### src/rtl/kf8254_control_logic.sv
// kf8254_control_logic: bus front end for an 8254-class timer.
// Captures CPU cycles and decodes them into per-counter strobes.
module kf8254_control_logic #(
    parameter int NUM_COUNTERS = 3,
    parameter int ADDR_WIDTH   = 2,
    parameter bit READBACK_EN  = 1'b1
) (
    input  logic                    clock,
    input  logic                    reset,
    input  logic                    chip_select_n,
    input  logic                    read_enable_n,
    input  logic                    write_enable_n,
    input  logic [ADDR_WIDTH-1:0]   address,
    input  logic [7:0]              data_bus_in,
    output logic [7:0]              internal_data_bus,
    output logic [NUM_COUNTERS-1:0] write_control,
    output logic [NUM_COUNTERS-1:0] latch_count,
    output logic [NUM_COUNTERS-1:0] latch_status,
    output logic [NUM_COUNTERS-1:0] write_counter,
    output logic [NUM_COUNTERS-1:0] read_counter,
    output logic [NUM_COUNTERS-1:0] read_done
);

    localparam logic [ADDR_WIDTH-1:0] CTRL_ADDR = '1;
    // Read-back can address at most counters 0..2
    localparam int RB_CNT = (NUM_COUNTERS < 3) ? NUM_COUNTERS : 3;

    logic                    wr_act;
    logic                    rd_act;
    logic                    wr_evt;
    logic                    rd_end;
    logic                    wr_prev_q;
    logic                    rd_prev_q;
    logic [7:0]              bus_q;
    logic [ADDR_WIDTH-1:0]   addr_hold_q;
    logic [1:0]              sc;

    logic [NUM_COUNTERS-1:0] wc_pend_d;
    logic [NUM_COUNTERS-1:0] wc_pend_q;
    logic [NUM_COUNTERS-1:0] lc_pend_d;
    logic [NUM_COUNTERS-1:0] lc_pend_q;
    logic [NUM_COUNTERS-1:0] ls_pend_d;
    logic [NUM_COUNTERS-1:0] ls_pend_q;
    logic [NUM_COUNTERS-1:0] wn_pend_d;
    logic [NUM_COUNTERS-1:0] wn_pend_q;

    logic [NUM_COUNTERS-1:0] wc_q;
    logic [NUM_COUNTERS-1:0] lc_q;
    logic [NUM_COUNTERS-1:0] ls_q;
    logic [NUM_COUNTERS-1:0] wn_q;
    logic [NUM_COUNTERS-1:0] rc_d;
    logic [NUM_COUNTERS-1:0] rc_q;
    logic [NUM_COUNTERS-1:0] rdone_d;
    logic [NUM_COUNTERS-1:0] rdone_q;

    logic                    unused_bus_bit;

    // Write beats read when both strobes are low
    assign wr_act = ~chip_select_n & ~write_enable_n;
    assign rd_act = ~chip_select_n & ~read_enable_n & write_enable_n;

    // Trailing edge of a write with chip select still asserted
    assign wr_evt = wr_prev_q & ~wr_act & ~chip_select_n;

    // A read that stops without being taken over by a write
    assign rd_end = rd_prev_q & ~rd_act & ~wr_act;

    assign sc = bus_q[7:6];

    assign unused_bus_bit = bus_q[0];

    // Decode the finished write from the held address and data
    always_comb begin
        wc_pend_d = '0;
        lc_pend_d = '0;
        ls_pend_d = '0;
        wn_pend_d = '0;
        if (wr_evt) begin
            if (addr_hold_q == CTRL_ADDR) begin
                if (sc == 2'b11) begin
                    if (READBACK_EN) begin
                        for (int k = 0; k < RB_CNT; k++) begin
                            if (bus_q[k+1]) begin
                                lc_pend_d[k] = ~bus_q[5];
                                ls_pend_d[k] = ~bus_q[4];
                            end
                        end
                    end
                end else begin
                    for (int i = 0; i < NUM_COUNTERS; i++) begin
                        if (int'(sc) == i) begin
                            if (bus_q[5:4] != 2'b00) begin
                                wc_pend_d[i] = 1'b1;
                            end else begin
                                lc_pend_d[i] = 1'b1;
                            end
                        end
                    end
                end
            end else begin
                for (int i = 0; i < NUM_COUNTERS; i++) begin
                    if (int'(addr_hold_q) == i) begin
                        wn_pend_d[i] = 1'b1;
                    end
                end
            end
        end
    end

    // Live read select per counter and end-of-read target
    always_comb begin
        rc_d = '0;
        for (int i = 0; i < NUM_COUNTERS; i++) begin
            if (rd_act && (int'(address) == i)) begin
                rc_d[i] = 1'b1;
            end
        end
        rdone_d = rd_end ? rc_q : '0;
    end

    // Bus capture and cycle history
    always_ff @(posedge clock) begin
        if (reset) begin
            bus_q       <= 8'h00;
            addr_hold_q <= '0;
            wr_prev_q   <= 1'b0;
            rd_prev_q   <= 1'b0;
        end else begin
            wr_prev_q <= wr_act;
            rd_prev_q <= rd_act;
            if (wr_act) begin
                bus_q       <= data_bus_in;
                addr_hold_q <= address;
            end else if (rd_act) begin
                addr_hold_q <= address;
            end
        end
    end

    // Two-stage strobe pipeline: decode stage then output stage
    always_ff @(posedge clock) begin
        if (reset) begin
            wc_pend_q <= '0;
            lc_pend_q <= '0;
            ls_pend_q <= '0;
            wn_pend_q <= '0;
            wc_q      <= '0;
            lc_q      <= '0;
            ls_q      <= '0;
            wn_q      <= '0;
        end else begin
            wc_pend_q <= wc_pend_d;
            lc_pend_q <= lc_pend_d;
            ls_pend_q <= ls_pend_d;
            wn_pend_q <= wn_pend_d;
            wc_q      <= wc_pend_q;
            lc_q      <= lc_pend_q;
            ls_q      <= ls_pend_q;
            wn_q      <= wn_pend_q;
        end
    end

    // Registered read level and read-done pulse
    always_ff @(posedge clock) begin
        if (reset) begin
            rc_q    <= '0;
            rdone_q <= '0;
        end else begin
            rc_q    <= rc_d;
            rdone_q <= rdone_d;
        end
    end

    assign internal_data_bus = bus_q;
    assign write_control     = wc_q;
    assign latch_count       = lc_q;
    assign latch_status      = ls_q;
    assign write_counter     = wn_q;
    assign read_counter      = rc_q;
    assign read_done         = rdone_q;

endmodule

### config.mk
export PLATFORM = sky130hd
export DESIGN_NAME = kf8254_control_logic
export DESIGN_NICKNAME = d
export VERILOG_FILES = /design/src/rtl/kf8254_control_logic.sv
export SDC_FILE = /design/constraint.sdc
export NUM_CORES = 1
export LEC_CHECK = 0
export BUFFER_PORTS_ARGS = -buffer_cell sky130_fd_sc_hd__buf_4
export CAP_MARGIN = 20
export CORE_ASPECT_RATIO = 1.25
export CORE_MARGIN = 3
export CORE_UTILIZATION = 25
export DETAILED_ROUTE_END_ITERATION = 10
export GPL_TIMING_DRIVEN = 0
export PLACE_DENSITY_LB_ADDON = 0.3
export SYNTH_ARGS = -nofsm -noshare
export SYNTH_HDL_FRONTEND = slang
export SYNTH_SLANG_ARGS = --single-unit
### constraint.sdc
create_clock -name clock -period 2.3 [get_ports clock]
set_clock_uncertainty 0.1 [all_clocks]
set_input_delay 0 -clock clock [delete_from_list [all_inputs] [get_ports clock]]
set_output_delay 0 -clock clock [all_outputs]
set_load 0.05 [all_outputs]
==> results.toml, run 1 <==
[timing]
hold_violations = 0
drv_slew = 0
fmax_mhz = 532
fin_crit_sh_pct = 81.8
grt_setup_unrepaired = "false"
relSlewSlack_pct = 70.3
worst_slew_pin_slew_ps = 446
period_needed_ps = 1880
setup-tns-final_ps = 0
final-setup-viol-count = 0

[floorplanning]
die_height_um = 88.9
dieWidth_um = 72.3
io_pins = 41
initial_core_util_pct = 26.5
core-area_um2 = 5190
die_area_um2 = 6430
fp-row-count = 29

[clocking]
clk_latency_ps = 290
h-tree-depth = 2
postCtsHoldBufs = 15
post_cts_buffers = 0
cts_tree = "yes"
clk_pin_slew_ps = 80
clockRootBuffer = "clkbuf_8"
post_cts_resized = 0
clk_path_buf_depth = 2
cts_buffers = 5
cts_sinks = 42

[logic_synthesis]
synth.area.top_cells = "dfxtp_1 61%, nor4b_2 5.5%, nor2b_1 4.6%, a21oi_1 4.0%, o21ai_0 2.9%"
synth_area_um2 = 1370
ys_seq_elements = 42
synth_nets = 139
synth_top_cell_area_share_pct = 61.2
postSynthCellCount = 124
yosysWarnings = 0
synth_area_per_cell_um2 = 11.1
post-synth-top-area-cell = "dfxtp_1"
yosysSeqAreaShare_pct = 61.2
yosysUniqueCellTypes = 23

[routing]
routed_wl_um = 2680
num_vias = 1039
firstDrtPassIters = 4
drc = 0
drt_iter0_markers = 27
wl_per_cell_um = 10.8
antenna_left = 0
vias_per_cell = 4.17

[placed_design]
globalplace.congestion = 0.670
numPortBuffers = 40
dp_hpwl_um = 1950

[layout]
syn_to_final_growth_pct = 48.5
drive_gt1_share_pct = 32.1
final.fill_count = 522
antenna_cells = 0
final_nets = 201

[worst_setup_path]
ff2ff_path_depth = 3
r2r_end = "ls_pend_q[2]"
r2r-start = "internal_data_bus[7]"
path_class = "in -> reg"
r2r_slack_ps = 1010
worstPathRequired_ps = 2410
cp_max_fo = 3
critPathCaptureType = "register"
start_kind = "input pin"
worstPathArrival_ps = 2000

[min_path]
hold_class = "in -> reg"
hold_end = "addr_hold_q[1]"
min_from = "chip_select_n"
hold_path_depth = 4

[grt]
grt_pass1_wl_um = 4390
grt_pass1_vias = 977
grt_remaining_overflow = 0
grt_use_total_pct = 8.90
grt_start_max_net_pins = 15
antenna_found_initial = 0

[pwr]
p_per_area_nw_per_um2 = 762
p_leak_nw = 0.829
finalPower_mw = 1.55
vdd.ir_drop.worst_v = 0.000270

[run]
maxCapViolations = 0

[status]
status = "finished, final reports clean"
[layout by cell type, fill, tap and decap left out, types with 2 or more instances in the layout]
cell,netlist,layout
dfxtp_1,42,42
buf_4,0,40
dlygate4sd3_1,0,15
a21oi_1,11,11
nor2b_1,10,10
nand2_1,10,10
o21ai_0,8,8
clkbuf_1,5,5
nor3_1,5,5
nor2_1,5,5
nor4b_2,5,5
clkbuf_8,0,5
nor3b_1,4,4
and2_1,3,3
mux2i_1,2,2
buf_1,2,2
and2b_1,2,2
nor3b_2,2,2
bufinv_16,0,2
[cell families (layout without fill, tap and decap cells)]
| group | after synthesis | count (layout) | share of synthesized area (%) |
|---|---|---|---|
| compound gates | 21 | 21 | 8.47 |
| buf+inv | 8 | 71 | 2.19 |
| flops | 42 | 42 | 61.2 |
| mux | 2 | 2 | 1.46 |
| simple gates | 51 | 51 | 26.7 |
[registers in the layout, indices dropped and copies added, names as in the netlist]
name               flops
wn_pend_q              3
read_done              3
ls_pend_q              3
latch_count            3
write_control          3
write_counter          3
rd_prev_q              1
read_counter           3
addr_hold_q            2
wc_pend_q              3
wr_prev_q              1
lc_pend_q              3
latch_status           3
internal_data_bus      8
[area by class of cell]
type / count / area [µm²] / share of cell area [%]
inverters: 1 / 3.75 / 0.184
repair buffers: 55 / 450 / 22.1
multi-input cells: 74 / 503 / 24.7
flip-flops and latches: 42 / 841 / 41.2
well taps: 62 / 77.6 / 3.80
clock buffers: 5 / 68.8 / 3.37
plain buffers: 7 / 26.3 / 1.29
clock inverters: 3 / 68.8 / 3.37
[through the flow]
| step | hold slack (ps) | setup slack [ps] | area, µm² | cells | utilization (%) |
|---|---|---|---|---|---|
| global route | 58.5 | 389 | 2040 | 249 | 39.3 |
| detailed placement | 97.9 | 1020 | 1750 | 226 | 33.8 |
| global placement | 95.7 | 1060 | 1750 | 226 | 33.8 |
| CTS | 17.9 | 428 | 2040 | 249 | 39.3 |
| floorplan | -28.4 | 817 | 1370 | 124 | - |
| finish | 18.9 | 419 | 2040 | 249 | 39.3 |
[power breakdown]
group | internal, mW | total (mW) | switching [mW]
clock | 0.435 | 0.683 | 0.249
sequential | 0.737 | 0.748 | 0.0108
combinational | 0.0553 | 0.122 | 0.0668
[routing by layer]
| metal | vias to the layer above | share of wire (%) | global-route usage [%] |
|---|---|---|---|
| met2 | 25 | 51 | 15.3 |
| met5 | - | 0 | 0 |
| met1 | 462 | 40 | 9.25 |
| met3 | 5 | 7.0 | 3.98 |
| met4 | 0 | 2.0 | 4.10 |
| li1 | 547 | - | - |
[worst max path at each step]
stage,from,end,cells after the start
2_1_floorplan,internal_data_bus[4],wc_pend_q[1],3
3_3_place_gp,internal_data_bus[4],wc_pend_q[1],3
3_5_place_dp,internal_data_bus[4],wc_pend_q[1],3
4_1_cts,read_enable_n,read_counter[1],5
6_report,read_enable_n,read_counter[1],5
5_1_grt,read_enable_n,read_counter[1],5
[cell usage after synthesis (all sizes together)]
| library cell | instances |
|---|---|
| and2b | 2 |
| dfxtp | 42 |
| and4bb | 1 |
| and3b | 1 |
| nor3 | 5 |
| and2 | 3 |
| a21oi | 11 |
| or4b | 1 |
| buf | 2 |
| nand2 | 10 |
| mux2i | 2 |
| nand3 | 1 |
| nor2 | 6 |
| o2111ai | 1 |
| nor4b | 5 |
| inv | 1 |
| nor3b | 6 |
| nor2b | 10 |
| o21ai | 8 |
| a31oi | 1 |
| clkbuf | 5 |
[critical path, stage by stage]
cell and delay (ps):
dlygate4sd3_1 550, buf_4 140, or4b_4 530, dlygate4sd3_1 600, nor3b_1 180
Note: power is estimated with default switching activity, not from simulation.
==> inputs of run 2 (changes only) <==
==> constraint.sdc (replaced) <==
create_clock -name clock -period 1.6 [get_ports clock]
set_clock_uncertainty 0.1 [all_clocks]
set_input_delay 0 -clock clock [delete_from_list [all_inputs] [get_ports clock]]
set_output_delay 0 -clock clock [all_outputs]
set_load 0.05 [all_outputs]
==> run 2 against run 1 <==
  * Global-route usage hardly changed
  * Clock power is 44% higher
  * Combinational power is 42% higher
  * Critical path type unchanged
  * Critical endpoint unchanged
  * Highest routed layer unchanged
==> results.toml, run 2 (synthesis gave the netlist of run 1 again) <==
[status]
status = "finished, final reports clean"

[worst_setup_path]
path_class = "in -> reg"
start_kind = "input pin"
cp_max_fo = 4
worstPathRequired_ps = 1710
worstPathArrival_ps = 1460
critPathCaptureType = "register"

[pwr]
vdd.ir_drop.worst_v = 0.000388
power_frac_seq_pct = 48.2
p_int_mw = 1.76
combPwrFrac_pct = 7.8
pwr-share-clk_pct = 44.1
p_per_area_nw_per_um2 = 1100
p_leak_nw = 0.825
power_switching_mw = 0.470
p_sw_share_pct = 21.0

[clocking]
post_cts_resized = 0
clk_pin_slew_ps = 80
clockRootBuffer = "clkbuf_8"
h-tree-depth = 2
cts_tree = "yes"
cts_buffers = 5
cts_sinks = 42
clk_path_buf_depth = 2
post_cts_buffers = 0
clk_latency_ps = 290
postCtsHoldBufs = 14

[timing]
setup_slack_ps = 258
fmax_mhz = 745
grt_setup_unrepaired = "false"
hold_violations = 0
setup-tns-final_ps = 0
worst_slew_pin_slew_ps = 441
period_needed_ps = 1340
fin_crit_sh_pct = 83.9
final-setup-viol-count = 0
drv_slew = 0
relSlewSlack_pct = 70.6

[grt]
grt_pass1_wl_um = 4400
grt_remaining_overflow = 0
grt_use_met3_pct = 3.98
gr-usage-met2_pct = 15.2
grt_use_total_pct = 8.93
antenna_found_initial = 0
grt_pass1_vias = 967
grtUsageMet1_pct = 9.39
grt_start_max_net_pins = 15
grt.busiest_layer = "met2"

[layout]
drive_gt1_share_pct = 32.3
final.fill_count = 525
ff_latch_area_um2 = 841
final_nets = 200
syn_to_final_growth_pct = 47.7
largest_register_ffs = 8
multiInputGateArea_um2 = 503
final_common_cell = "dfxtp_1"
antenna_cells = 0
most-common-layout-cells = "42 x dfxtp_1, 40 x buf_4, 14 x dlygate4sd3_1, 11 x a21oi_1"

[floorplanning]
io_pins = 41
fp-row-count = 29
core-area_um2 = 5190
dieWidth_um = 72.3
initial_core_util_pct = 26.5
die_area_um2 = 6430
die_height_um = 88.9

[run]
maxCapViolations = 0

[routing]
drt_iter0_markers = 26
vias_per_cell = 4.17
wl_per_cell_um = 10.8
routed_wl_um = 2680
drc = 0
firstDrtPassIters = 3
num_vias = 1035
antenna_left = 0

[placed_design]
globalplace.congestion = 0.670
numPortBuffers = 40
dp_worst_setup_slack_ps = 320
dp_hpwl_um = 1950

[min_path]
hold_class = "in -> reg"
[run 2: critical path, cell delays in order]
cell           delay (ps)
buf_4                 120
or4b_4                550
dlygate4sd3_1         600
nor3b_1               180
[run 2: final timing paths]
kind / slack (ps) / start / depth (start not counted) / endpoint
min: 20 / chip_select_n / 4 / addr_hold_q[1]
max reg2reg: 310 / internal_data_bus[7] / 3 / ls_pend_q[2]
max: 260 / chip_select_n / 4 / read_counter[1]
min reg2reg: 340 / wn_pend_q[1] / 1 / write_counter[1]
[run 2: layout make-up]
class,instances,area share [%]
Sequential cell,42,41.4
Multi-Input combinational cell,74,24.8
Timing Repair Buffer,54,21.7
Tap cell,62,3.82
Clock buffer,5,3.39
Clock inverter,3,3.39
Buffer,7,1.29
Inverter,1,0.185
[run 2: routing by layer]
layer | up-vias | share of wire [%] | wire [µm]
met3 | 5 | 7.0 | 189
met5 | - | 0 | 0
li1 | 545 | - | -
met2 | 25 | 51 | 1370
met4 | 0 | 2.0 | 55
met1 | 460 | 40 | 1070
[run 2: power by group through the flow]
stage / logic, mW / registers, mW / clock network [mW]
after CTS: 0.176 / 1.07 / 1.01
after floorplan: 0.0552 / 1.13 / 0
final: 0.173 / 1.07 / 0.984
after global placement: 0.151 / 1.10 / 0
after detailed placement: 0.152 / 1.10 / 0
after global routing: 0.190 / 1.08 / 1.06
[run 2: stage by stage]
stage | hold WS (ps) | power, mW | std cells | cell area, µm² | utilization (%)
floorplan | -28.4 | 1.19 | 124 | 1370 | -
detailed placement | 97.9 | 1.25 | 226 | 1750 | 33.8
CTS | 17.9 | 2.26 | 248 | 2030 | 39.1
finish | 19.6 | 2.23 | 248 | 2030 | 39.1
global placement | 95.7 | 1.25 | 226 | 1750 | 33.8
global route | 58.5 | 2.32 | 248 | 2030 | 39.1
==> inputs of run 3 (changes only) <==
==> constraint.sdc (replaced) <==
create_clock -name clock -period 1.3 [get_ports clock]
set_clock_uncertainty 0.1 [all_clocks]
set_input_delay 0 -clock clock [delete_from_list [all_inputs] [get_ports clock]]
set_output_delay 0 -clock clock [all_outputs]
set_load 0.05 [all_outputs]
==> run 3 against run 2 <==
  * The flow now finishes with violations (negative hold slack)
  * Combinational power increased by 22%
  * Global-route usage increased by 0.33 points
  * Total power increased by 2.8%
  * Critical path depth unchanged
  * Design area decreased by 2.1%
  * Sequential cell count unchanged
  * Non-clock buffer count unchanged
==> results.toml, run 3 (synthesis gave the netlist of run 1 again) <==
[timing]
relSlewSlack_pct = 71.7
fin_hold_ws_ps = -80.1
period_needed_ps = 1250
final-setup-viol-count = 0
fmax_mhz = 797
setup-tns-final_ps = 0
worst_slew_pin_slew_ps = 424
hold_violations = 4
drv_slew = 0
grt_setup_unrepaired = "true"
fin_crit_sh_pct = 96.5
setup_slack_ps = 45.4

[placed_design]
placedCellCount = 226
numPortBuffers = 40
dp_worst_setup_slack_ps = 98.6
globalplace.congestion = 0.703
place_area_um2 = 1760
dp_hpwl_um = 1980

[clocking]
clockRootBuffer = "clkbuf_8"
post_cts_buffers = 0
cts_sinks = 42
postCtsHoldBufs = 16
cts_buffers = 5
clk_latency_ps = 280
clk_pin_slew_ps = 70
h-tree-depth = 2
cts_tree = "yes"
clk_path_buf_depth = 2

[pwr]
vdd.ir_drop.worst_v = 0.000315
p_leak_nw = 0.825
p_per_area_nw_per_um2 = 1160

[layout]
ff_latch_area_um2 = 846
drive_gt1_share_pct = 35.7
final.fill_count = 540
antenna_cells = 0
final_nets = 200
largest_register_ffs = 8
multiInputGateArea_um2 = 508
finalInstanceArea_um2 = 1990
instances_no_fill = 247
most-common-layout-cells = "39 x buf_4, 38 x dfxtp_1, 15 x dlygate4sd3_1, 11 x a21oi_1"
final_common_cell = "buf_4"
final_util_pct = 38.3
syn_to_final_growth_pct = 44.6

[worst_setup_path]
critPathCaptureType = "register"
worstPathArrival_ps = 1390
cp_max_fo = 4
start_kind = "input pin"
path_class = "in -> reg"
worstPathRequired_ps = 1430

[floorplanning]
initial_core_util_pct = 26.5
die_area_um2 = 6430
core-area_um2 = 5190
die_height_um = 88.9
fp-row-count = 29
dieWidth_um = 72.3
io_pins = 41

[status]
violations = "negative hold slack"
status = "finished with violations"

[routing]
antenna_left = 0
drc = 0
wl_per_cell_um = 10.9
firstDrtPassIters = 3
num_vias = 1047
vias_per_cell = 4.24
routed_wl_um = 2700
drt_iter0_markers = 22

[grt]
grt_pass1_wl_um = 4510
grt_use_total_pct = 9.25
grt_start_max_net_pins = 13
grt_pass1_vias = 1038
grt_remaining_overflow = 0
antenna_found_initial = 0

[run]
maxCapViolations = 0

[min_path]
hold_class = "in -> reg"
[run 3: cell count changes in the layout (fill, tap and decap cells not counted), moves of 2 or more]
cell / previous run / this run
dfxtp_1: 42 / 38
buf_2: 0 / 2
clkinv_2: 0 / 2
dfxtp_2: 0 / 4
buf_1: 2 / 0
bufinv_16: 2 / 0
[run 3: path summary, 6_finish.rpt]
path | start | end | slack (ps) | cells past startpoint
setup reg to reg | wr_prev_q | ls_pend_q[2] | 90 | 3
hold / removal | read_enable_n | read_counter[2] | -80 | 3
setup / recovery | address[0] | read_counter[0] | 50 | 4
hold reg to reg | wc_pend_q[1] | write_control[1] | 340 | 1
[run 3: critical path, stage by stage]
cell and delay, ps:
dlygate4sd3_1 530, buf_4 150, nor3_1 150, dlygate4sd3_1 560
[run 3: layer usage]
layer | wire [µm] | global-route usage [%] | vias to the layer above
met5 | 0 | 0 | -
met4 | 53 | 5.13 | 0
met3 | 165 | 3.41 | 5
met2 | 1450 | 17.1 | 24
met1 | 1030 | 8.70 | 471
li1 | - | - | 547
[run 3: timing repair]
item	in CTS	in global routing
gates resized for setup	0	1
setup endpoints to repair	0	3
endpoints found under the hold margin	19	2
[run 3: layout make-up]
class | count | share of cell area [%]
Multi-Input combinational cell | 74 | 25.6
Clock inverter | 2 | 0.504
Timing Repair Buffer | 54 | 22.3
Buffer | 7 | 1.51
Clock buffer | 5 | 3.46
Sequential cell | 42 | 42.6
Inverter | 1 | 0.189
Tap cell | 62 | 3.90
[run 3: power breakdown]
group / leakage, nW / switching, mW / internal (mW)
Clock: 0.0438 / 0.400 / 0.360
Sequential: 0.341 / 0.0195 / 1.31
Combinational: 0.440 / 0.117 / 0.0935
Total: 0.825 / 0.536 / 1.76
[run 3: metrics by stage]
step	power [mW]	hold WS, ps
after global placement	1.54	95.2
final	2.30	-80.1
after detailed placement	1.54	95.4
after floorplan	1.46	-28.4
after CTS	2.33	-94.7
after global routing	2.40	-69.5
